<file path="src/rtl/riscv_sim_pkg.sv">
// Shared types for the simulation run controller: run-phase encoding and halt instruction encodings.
package riscv_sim_pkg;

    typedef enum logic [1:0] {
        HOLD  = 2'd0,
        RUN   = 2'd1,
        DRAIN = 2'd2,
        DONE  = 2'd3
    } state_t;

    localparam logic [31:0] INSTR_ECALL  = 32'h0000_0073;
    localparam logic [31:0] INSTR_EBREAK = 32'h0010_0073;

endpackage

</file>
<file path="src/rtl/run_counter.sv">
// Saturating up-counter with async clear; advances one per enabled edge, sticks at all-ones.
// Latency: one edge from enable to count; no backpressure.
module run_counter #(
    parameter int W = 32
) (
    input  logic         clk,
    input  logic         reset,
    input  logic         en,
    output logic [W-1:0] q
);

    always_ff @(posedge clk or posedge reset) begin
        if (reset) begin
            q <= '0;
        end else if (en && (q != {W{1'b1}})) begin
            q <= q + W'(1);
        end
    end

endmodule

</file>
<file path="src/rtl/riscv_run_controller.sv">
// Core run sequencer: holds core reset, runs until tohost/ecall/ebreak/budget, drains, then latches a sticky verdict.
// Latency: verdict one edge after the halt, done DRAIN_CYCLES+1 edges later; no backpressure.
module riscv_run_controller #(
    parameter int RESET_CYCLES = 2,
    parameter int MAX_CYCLES   = 100,
    parameter int DRAIN_CYCLES = 4,
    parameter int CNT_W        = 32
) (
    input  logic             clk,
    input  logic             reset,
    input  logic             retire_valid,
    input  logic [31:0]      retire_instr,
    input  logic             tohost_we,
    input  logic [31:0]      tohost_data,
    output logic             core_reset,
    output logic             running,
    output logic             done,
    output logic             pass,
    output logic             timeout,
    output logic [30:0]      exit_code,
    output logic [CNT_W-1:0] cycle_count,
    output logic [CNT_W-1:0] retire_count
);

    import riscv_sim_pkg::*;

    localparam logic [31:0]      HOLD_LAST   = 32'(RESET_CYCLES - 1);
    localparam logic [31:0]      DRAIN_LAST  = 32'(DRAIN_CYCLES);
    localparam logic [CNT_W-1:0] BUDGET_LAST = CNT_W'(MAX_CYCLES - 1);

    state_t      state;
    state_t      state_next;
    logic [31:0] hold_cnt;
    logic [31:0] drain_cnt;

    logic        halt_tohost;
    logic        halt_ecall;
    logic        halt_ebreak;
    logic        budget_out;
    logic        latch;
    logic        pass_next;
    logic        timeout_next;
    logic [30:0] exit_next;

    assign halt_tohost = tohost_we && tohost_data[0];
    assign halt_ecall  = retire_valid && (retire_instr == INSTR_ECALL);
    assign halt_ebreak = retire_valid && (retire_instr == INSTR_EBREAK);
    assign budget_out  = (cycle_count == BUDGET_LAST);

    always_ff @(posedge clk or posedge reset) begin
        if (reset) begin
            state <= HOLD;
        end else begin
            state <= state_next;
        end
    end

    always_comb begin
        state_next   = state;
        latch        = 1'b0;
        pass_next    = 1'b0;
        timeout_next = 1'b0;
        exit_next    = '0;
        case (state)
            HOLD: begin
                if (hold_cnt == HOLD_LAST) begin
                    state_next = RUN;
                end
            end
            RUN: begin
                // Priority order matters: tohost beats ecall beats ebreak beats the budget.
                if (halt_tohost) begin
                    latch     = 1'b1;
                    pass_next = (tohost_data == 32'd1);
                    exit_next = tohost_data[31:1];
                end else if (halt_ecall) begin
                    latch     = 1'b1;
                    pass_next = 1'b1;
                end else if (halt_ebreak) begin
                    latch     = 1'b1;
                end else if (budget_out) begin
                    latch        = 1'b1;
                    timeout_next = 1'b1;
                end
                if (latch) begin
                    state_next = DRAIN;
                end
            end
            DRAIN: begin
                if (drain_cnt == DRAIN_LAST) begin
                    state_next = DONE;
                end
            end
            DONE: begin
                state_next = DONE;
            end
            default: begin
                state_next = HOLD;
            end
        endcase
    end

    // Status flags are decoded from the next state so they switch on the same edge as the state.
    always_ff @(posedge clk or posedge reset) begin
        if (reset) begin
            hold_cnt   <= '0;
            drain_cnt  <= '0;
            core_reset <= 1'b1;
            running    <= 1'b0;
            done       <= 1'b0;
            pass       <= 1'b0;
            timeout    <= 1'b0;
            exit_code  <= '0;
        end else begin
            if (state == HOLD) begin
                hold_cnt <= hold_cnt + 32'd1;
            end
            if (state == DRAIN) begin
                drain_cnt <= drain_cnt + 32'd1;
            end
            core_reset <= (state_next == HOLD);
            running    <= (state_next == RUN);
            done       <= (state_next == DONE);
            if (latch) begin
                pass      <= pass_next;
                timeout   <= timeout_next;
                exit_code <= exit_next;
            end
        end
    end

    run_counter #(.W(CNT_W)) u_cycle_counter (
        .clk   (clk),
        .reset (reset),
        .en    (state == RUN),
        .q     (cycle_count)
    );

    run_counter #(.W(CNT_W)) u_retire_counter (
        .clk   (clk),
        .reset (reset),
        .en    (retire_valid && ((state == RUN) || (state == DRAIN))),
        .q     (retire_count)
    );

endmodule

</file>
<file path="config.mk">
export PLATFORM = sky130hd
export DESIGN_NAME = riscv_run_controller
export DESIGN_NICKNAME = d
export VERILOG_FILES = /design/src/rtl/riscv_sim_pkg.sv /design/src/rtl/run_counter.sv /design/src/rtl/riscv_run_controller.sv
export SDC_FILE = /design/constraint.sdc
export NUM_CORES = 1
export LEC_CHECK = 0
export ABC_AREA = 0
export CORE_ASPECT_RATIO = 1.2
export CORE_MARGIN = 4
export CORE_UTILIZATION = 45
export DETAILED_ROUTE_END_ITERATION = 8
export PLACE_DENSITY = 0.81
export SYNTH_ARGS = -nofsm -noshare
export SYNTH_HDL_FRONTEND = slang
export SYNTH_SLANG_ARGS = --single-unit
</file>
<file path="constraint.sdc">
create_clock -name clk -period 7.7 [get_ports clk]
set_input_delay 1.54 -clock clk [delete_from_list [all_inputs] [get_ports clk]]
set_output_delay 1.54 -clock clk [all_outputs]
set_load 0.005 [all_outputs]
</file>
# Word level (Yosys, flattened, before mapping)

Index checks and enable logic that the tools add are counted.

Add/subtract/negate cells: 4
Equality and inequality tests: 13
Multiplexer cells: 19
Reduce and logical (&&, ||, !) cells: 9

Operators by type and width:

| cell                                                   | number |
|---|---|
| adder 32 x 1 -> 32 bit (second input constant)         | 4 |
| equality test 32 x 1 -> 1 bit (second input constant)  | 2 |
| equality test 32 x 7 -> 1 bit (second input constant)  | 2 |
| inequality test 32 bit (second input constant)         | 2 |
| two-way mux 31 bit                                     | 2 |
| equality test 32 x 21 -> 1 bit (second input constant) | 1 |
| equality test 32 x 3 -> 1 bit (second input constant)  | 1 |
| two-way mux 1 bit                                      | 13 |
| one-hot mux 2 bit (4 select lines)                     | 1 |
| equality test 2 bit (second input constant)            | 3 |
| logical AND 1 bit                                      | 6 |
| two-way mux 2 bit                                      | 3 |
| equality test 2 x 1 -> 1 bit (second input constant)   | 2 |
| zero test 2 bit                                        | 2 |
| logical OR 1 bit                                       | 1 |

Register bits: 166
Input bits: 68
Output and inout bits: 100

# Logic depth before layout (Yosys ltp)

Word-level depth: 9
Mapped depth: 9
Depth with buffers taken out: 7

# Hierarchy

Synthesis repeated with hierarchy kept, for this count alone.

Cells, all modules: 699
Area, all modules: 7795.0 µm²

Modules (own cells, without submodules):

| module               | instances | cells each | area an instance (µm²) | seq. area each (µm²) |
|---|---|---|---|---|
| riscv_run_controller | 1         | 421        | 4672.0                 | 2553.7 |
| run_counter          | 2         | 139        | 1561.5                 | 800.8 |

# Worst setup path before layout

Ideal clock, no wire load.

Path type: input to register
From: input retire_instr[24]
To: register exit_code[0]
Library setup time: 0.121 ns
Arrival time: 2.888 ns
Slack: 4.691 ns
Stages on the path: 6
Path buffers: 1
Path through: nor4b_1 > nand4_1 > o21ai_0 > o21ai_1 > clkbuf_1 > a22o_1

Cells in the longest elaborated chain, start to end: 7
Elaborated cells on any way between the ends: 9

RTL lines:

| item                               | RTL line                    | RTL |
|---|---|---|
| start: declaration                 | riscv_run_controller.sv:12  | `input logic [31:0] retire_instr,` |
| equality test 32 x 21 -> 1 bit     | riscv_run_controller.sv:47  | `assign halt_ebreak = retire_valid && (retire_instr == INSTR_EBREAK);` |
| logical AND 1 bit                  | riscv_run_controller.sv:47  |  |
| two-way mux 1 bit                  | riscv_run_controller.sv:79  | `end else if (halt_ebreak) begin` |
| two-way mux 1 bit (*)              | riscv_run_controller.sv:76  | `end else if (halt_ecall) begin` |
| two-way mux 1 bit (*)              | riscv_run_controller.sv:72  | `if (halt_tohost) begin` |
| two-way mux 1 bit (*) (2 in a row) | riscv_run_controller.sv:64  | `case (state)` |
| end signal: assignment             | riscv_run_controller.sv:127 | `exit_code <= exit_next;` |
| end: declaration                   | riscv_run_controller.sv:20  | `output logic [30:0] exit_code,` |

Mark *: on every way between the ends. The rest lies on a longest branch, timed or not. The select of a mux whose other input is x is not followed.
A chain may end at the register's enable or synchronous reset.

# Final worst setup path

From: input retire_instr[5]
To: register pass

Cells in the longest elaborated chain, start to end: 7
Elaborated cells on any way between the ends: 12

RTL lines:

| item                           | RTL line                    | RTL |
|---|---|---|
| equality test 32 x 21 -> 1 bit | riscv_run_controller.sv:47  |  |
| logical AND 1 bit              | riscv_run_controller.sv:47  |  |
| two-way mux 1 bit              | riscv_run_controller.sv:79  |  |
| two-way mux 1 bit              | riscv_run_controller.sv:76  |  |
| two-way mux 1 bit              | riscv_run_controller.sv:72  |  |
| two-way mux 1 bit (2 in a row) | riscv_run_controller.sv:64  |  |
| end signal: assignment         | riscv_run_controller.sv:125 | `pass <= pass_next;` |
| end: declaration               | riscv_run_controller.sv:18  | `output logic pass,` |

Parallel ways exist; a longest one is shown, timed or not. The select of a mux whose other input is x is not followed.

==> flow_metrics.py <==
metrics = {
    "sta": {
        "rsz0062_at_grt": "false",
        "tns_ps": 0,
        "slew_headroom": 0.205,
        "clock.fmax_mhz": 279,
        "finalHoldViolCount": 0,
        "tightest_slew_ps": 1190,
        "finalCritPeriodShare": 0.466,
        "slew_viol_final": 0,
        "finalWorstPathRequiredPeriod_ps": 3580,
        "layout_setup_ws_ps": 4120,
        "clock_skew_ps": 10.5,
        "setup_viol": 0,
    },
    "logic_synthesis": {
        "synth_area_um2": 7710,
        "ys_seq_area_frac": 0.539,
        "async_flop_share": 1.00,
        "syn_area_per_cell_um2": 11.0,
        "synth_top_area_frac": 0.535,
        "ys.flop_type": "dfrtp_1",
        "syn-num-nets": 778,
        "ys.warnings.count": 0,
        "yosys-top-cells-area": "dfrtp_1, xnor2_1, xor2_1, nand4_1, a22o_1",
        "ys_ff_latch": 166,
        "synth_cells": 699,
        "synth_cell_types": 56,
        "synth_edf_count": 0,
        "synth_top_area_cell": "dfrtp_1",
    },
    "cells_and_area": {
        "multi_input_area_um2": 3400,
        "fillers": 1326,
        "final_common_cell": "clkdlybuf4s50_1",
        "nets": 948,
        "final_util": 0.605,
        "n_antenna_cell": 0,
        "area_delta_synth_final_pct": 32.1,
        "mostFrequentLayoutCells": "clkdlybuf4s50_1, dfrtp_1, xnor2_1",
        "drive_gt1_frac": 0.0613,
        "finalInstanceArea_um2": 10200,
        "seq_area_um2": 4160,
    },
    "drt": {
        "drtIter0Drc": 348,
        "vias": 6098,
        "ant_nets": 0,
        "wire_per_inst_um": 17.1,
        "drt_pass1_iterations": 4,
        "viasPerCell": 5.56,
        "finalWirelength_um": 18800,
        "drc": 0,
    },
    "grt": {
        "grt_pass1_wl_um": 31200,
        "grt_antenna_before_repair": 1,
        "overflow": 0,
        "grt_max_degree": 105,
        "grt_pass1_vias": 6168,
        "grt_usage": 0.202,
    },
    "power": {
        "p_sw_mw": 0.786,
        "total_leakage_power_nw": 4.39,
        "power_density_nw_per_um2": 270,
        "p_comb_frac": 0.263,
        "power_mw": 2.75,
        "irDropWorstVdd_uv": 157,
        "swShare": 0.285,
        "clockPowerShare": 0.307,
        "power_frac_seq": 0.430,
        "p_int_mw": 1.97,
    },
    "critical_path": {
        "startpoint_type": "input port",
        "worstSetupPathType": "input port to register",
        "critPathRequiredTime_ps": 8000,
        "crit_path_max_fanout": 32,
        "arrival_ps": 3890,
        "cp-end-kind": "register",
    },
    "cts": {
        "post_cts_buffers": 0,
        "cts_resized": 0,
        "cts_tree": "done",
        "holdBufCountCts": 0,
        "h-tree-depth": 4,
        "clk_latency_ps": 420,
        "clockRootBuffer": "clkbuf_16",
        "numCtsBuffers": 17,
        "path_clk_slew_ps": 60,
        "clockBufferDepth": 2,
        "cts.sinks": 166,
    },
    "run": {
        "cap_violations": 0,
    },
    "placed_design": {
        "io_buffers": 167,
        "dpl.hpwl_um": 13900,
        "dpl_cell_area_um2": 9600,
        "place_ws_ps": 3620,
        "gp_congestion": 0.853,
    },
    "die": {
        "die_x_um": 128,
        "core_area_um2": 16900,
        "die_h_um": 151,
        "initial_core_util": 0.458,
        "ios": 168,
        "fp.dieArea_um2": 19300,
        "num_rows": 52,
    },
    "min_path": {
        "hp-class": "register to register",
    },
    "outcome": {
        "status": "finished, final reports clean",
    },
}
==> stage by stage <==
stage / hold slack, ps / std cells
2_1_floorplan: 443 / 699
3_3_place_gp: 469 / 1066
5_1_grt: 499 / 1097
6_report: 478 / 1097
4_1_cts: 483 / 1097
3_5_place_dp: 472 / 1066
==> cell usage after synthesis (all sizes together) (2+ instances only) <==
| library cell | count |
|---|---|
| nand2b | 2 |
| nor4b | 6 |
| nand2 | 55 |
| xor2 | 36 |
| a211oi | 2 |
| ha | 11 |
| a22o | 31 |
| inv | 22 |
| o21ai | 6 |
| nand4 | 51 |
| mux2 | 4 |
| xnor2 | 84 |
| or4 | 4 |
| buf | 4 |
| and3 | 15 |
| nand3 | 35 |
| nor3 | 22 |
| and4 | 16 |
| dfrtp | 165 |
| o31ai | 2 |
| or2 | 4 |
| a21oi | 6 |
| clkbuf | 14 |
| nor4 | 36 |
| nor2 | 42 |
| and2 | 4 |
| a31oi | 3 |
==> path summary, 6_finish.rpt <==
path	start	endpoint	slack, ps	cells past startpoint
hold / removal	drain_cnt[31]$_DFFE_PP0P_	drain_cnt[31]$_DFFE_PP0P_	480	1
setup reg to reg	u_cycle_counter.q[28]$_DFFE_PP0P_	u_cycle_counter.q[1]$_DFFE_PP0P_	5070	5
min in group asynchronous	reset	u_retire_counter.q[19]$_DFFE_PP0P_	1680	2
setup / recovery	retire_instr[5]	pass$_DFFE_PP0P_	4120	7
max in group asynchronous	reset	drain_cnt[4]$_DFFE_PP0P_	4660	3
hold reg to reg	drain_cnt[31]$_DFFE_PP0P_	drain_cnt[31]$_DFFE_PP0P_	480	1
==> sequential cells by signal, summed over array words and instances, names as in the netlist <==
signal,count
state,2
pass,1
timeout,1
exit_code,31
hold_cnt,32
u_retire_counter.q,32
core_reset,1
u_cycle_counter.q,32
drain_cnt,32
done,1
running,1
==> layer usage <==
metal | wire, um | track usage | vias up
li1 | - | - | 2869
met1 | 7810 | 0.249 | 3025
met2 | 9270 | 0.334 | 165
met3 | 1200 | 0.0681 | 37
met4 | 458 | 0.0687 | 2
met5 | 13 | 0 | -
==> logic make-up after synthesis <==
| kind of cell | after synthesis | share of synthesized area |
|---|---|---|
| xor gates and xnor gates | 120 | 0.136 |
| buffers and inverters | 40 | 0.0217 |
| AOI/OAI and AO/OA | 57 | 0.0577 |
| DFF | 166 | 0.539 |
| and+or+nand+nor | 300 | 0.221 |
| muxes | 5 | 0.00714 |
| adders and majority gates | 11 | 0.0178 |
==> critical path: stages <==
cell and delay (ps):
clkdlybuf4s50_1 450, nor4bb_1 500, nand4_1 250, o21ai_0 490, o21ai_2 80, buf_4 260, mux2_2 300
==> power groups by stage <==
stage          clock network, mW  registers (mW)  logic [mW]
2_1_floorplan                  0            1.17       0.349
3_3_place_gp                   0            1.19       0.717
3_5_place_dp                   0            1.20       0.731
4_1_cts                    0.863            1.19       0.736
5_1_grt                    0.902            1.21       0.800
6_report                   0.845            1.19       0.724
==> cell type report <==
class	instances	share of cell area
clock inverters	10	0.0120
flip-flops and latches	166	0.408
well taps	216	0.0265
repair buffers	169	0.166
clock buffers	21	0.0462
inverters	22	0.00860
multi-input cells	493	0.333
Power figures use the tool's default switching activity.
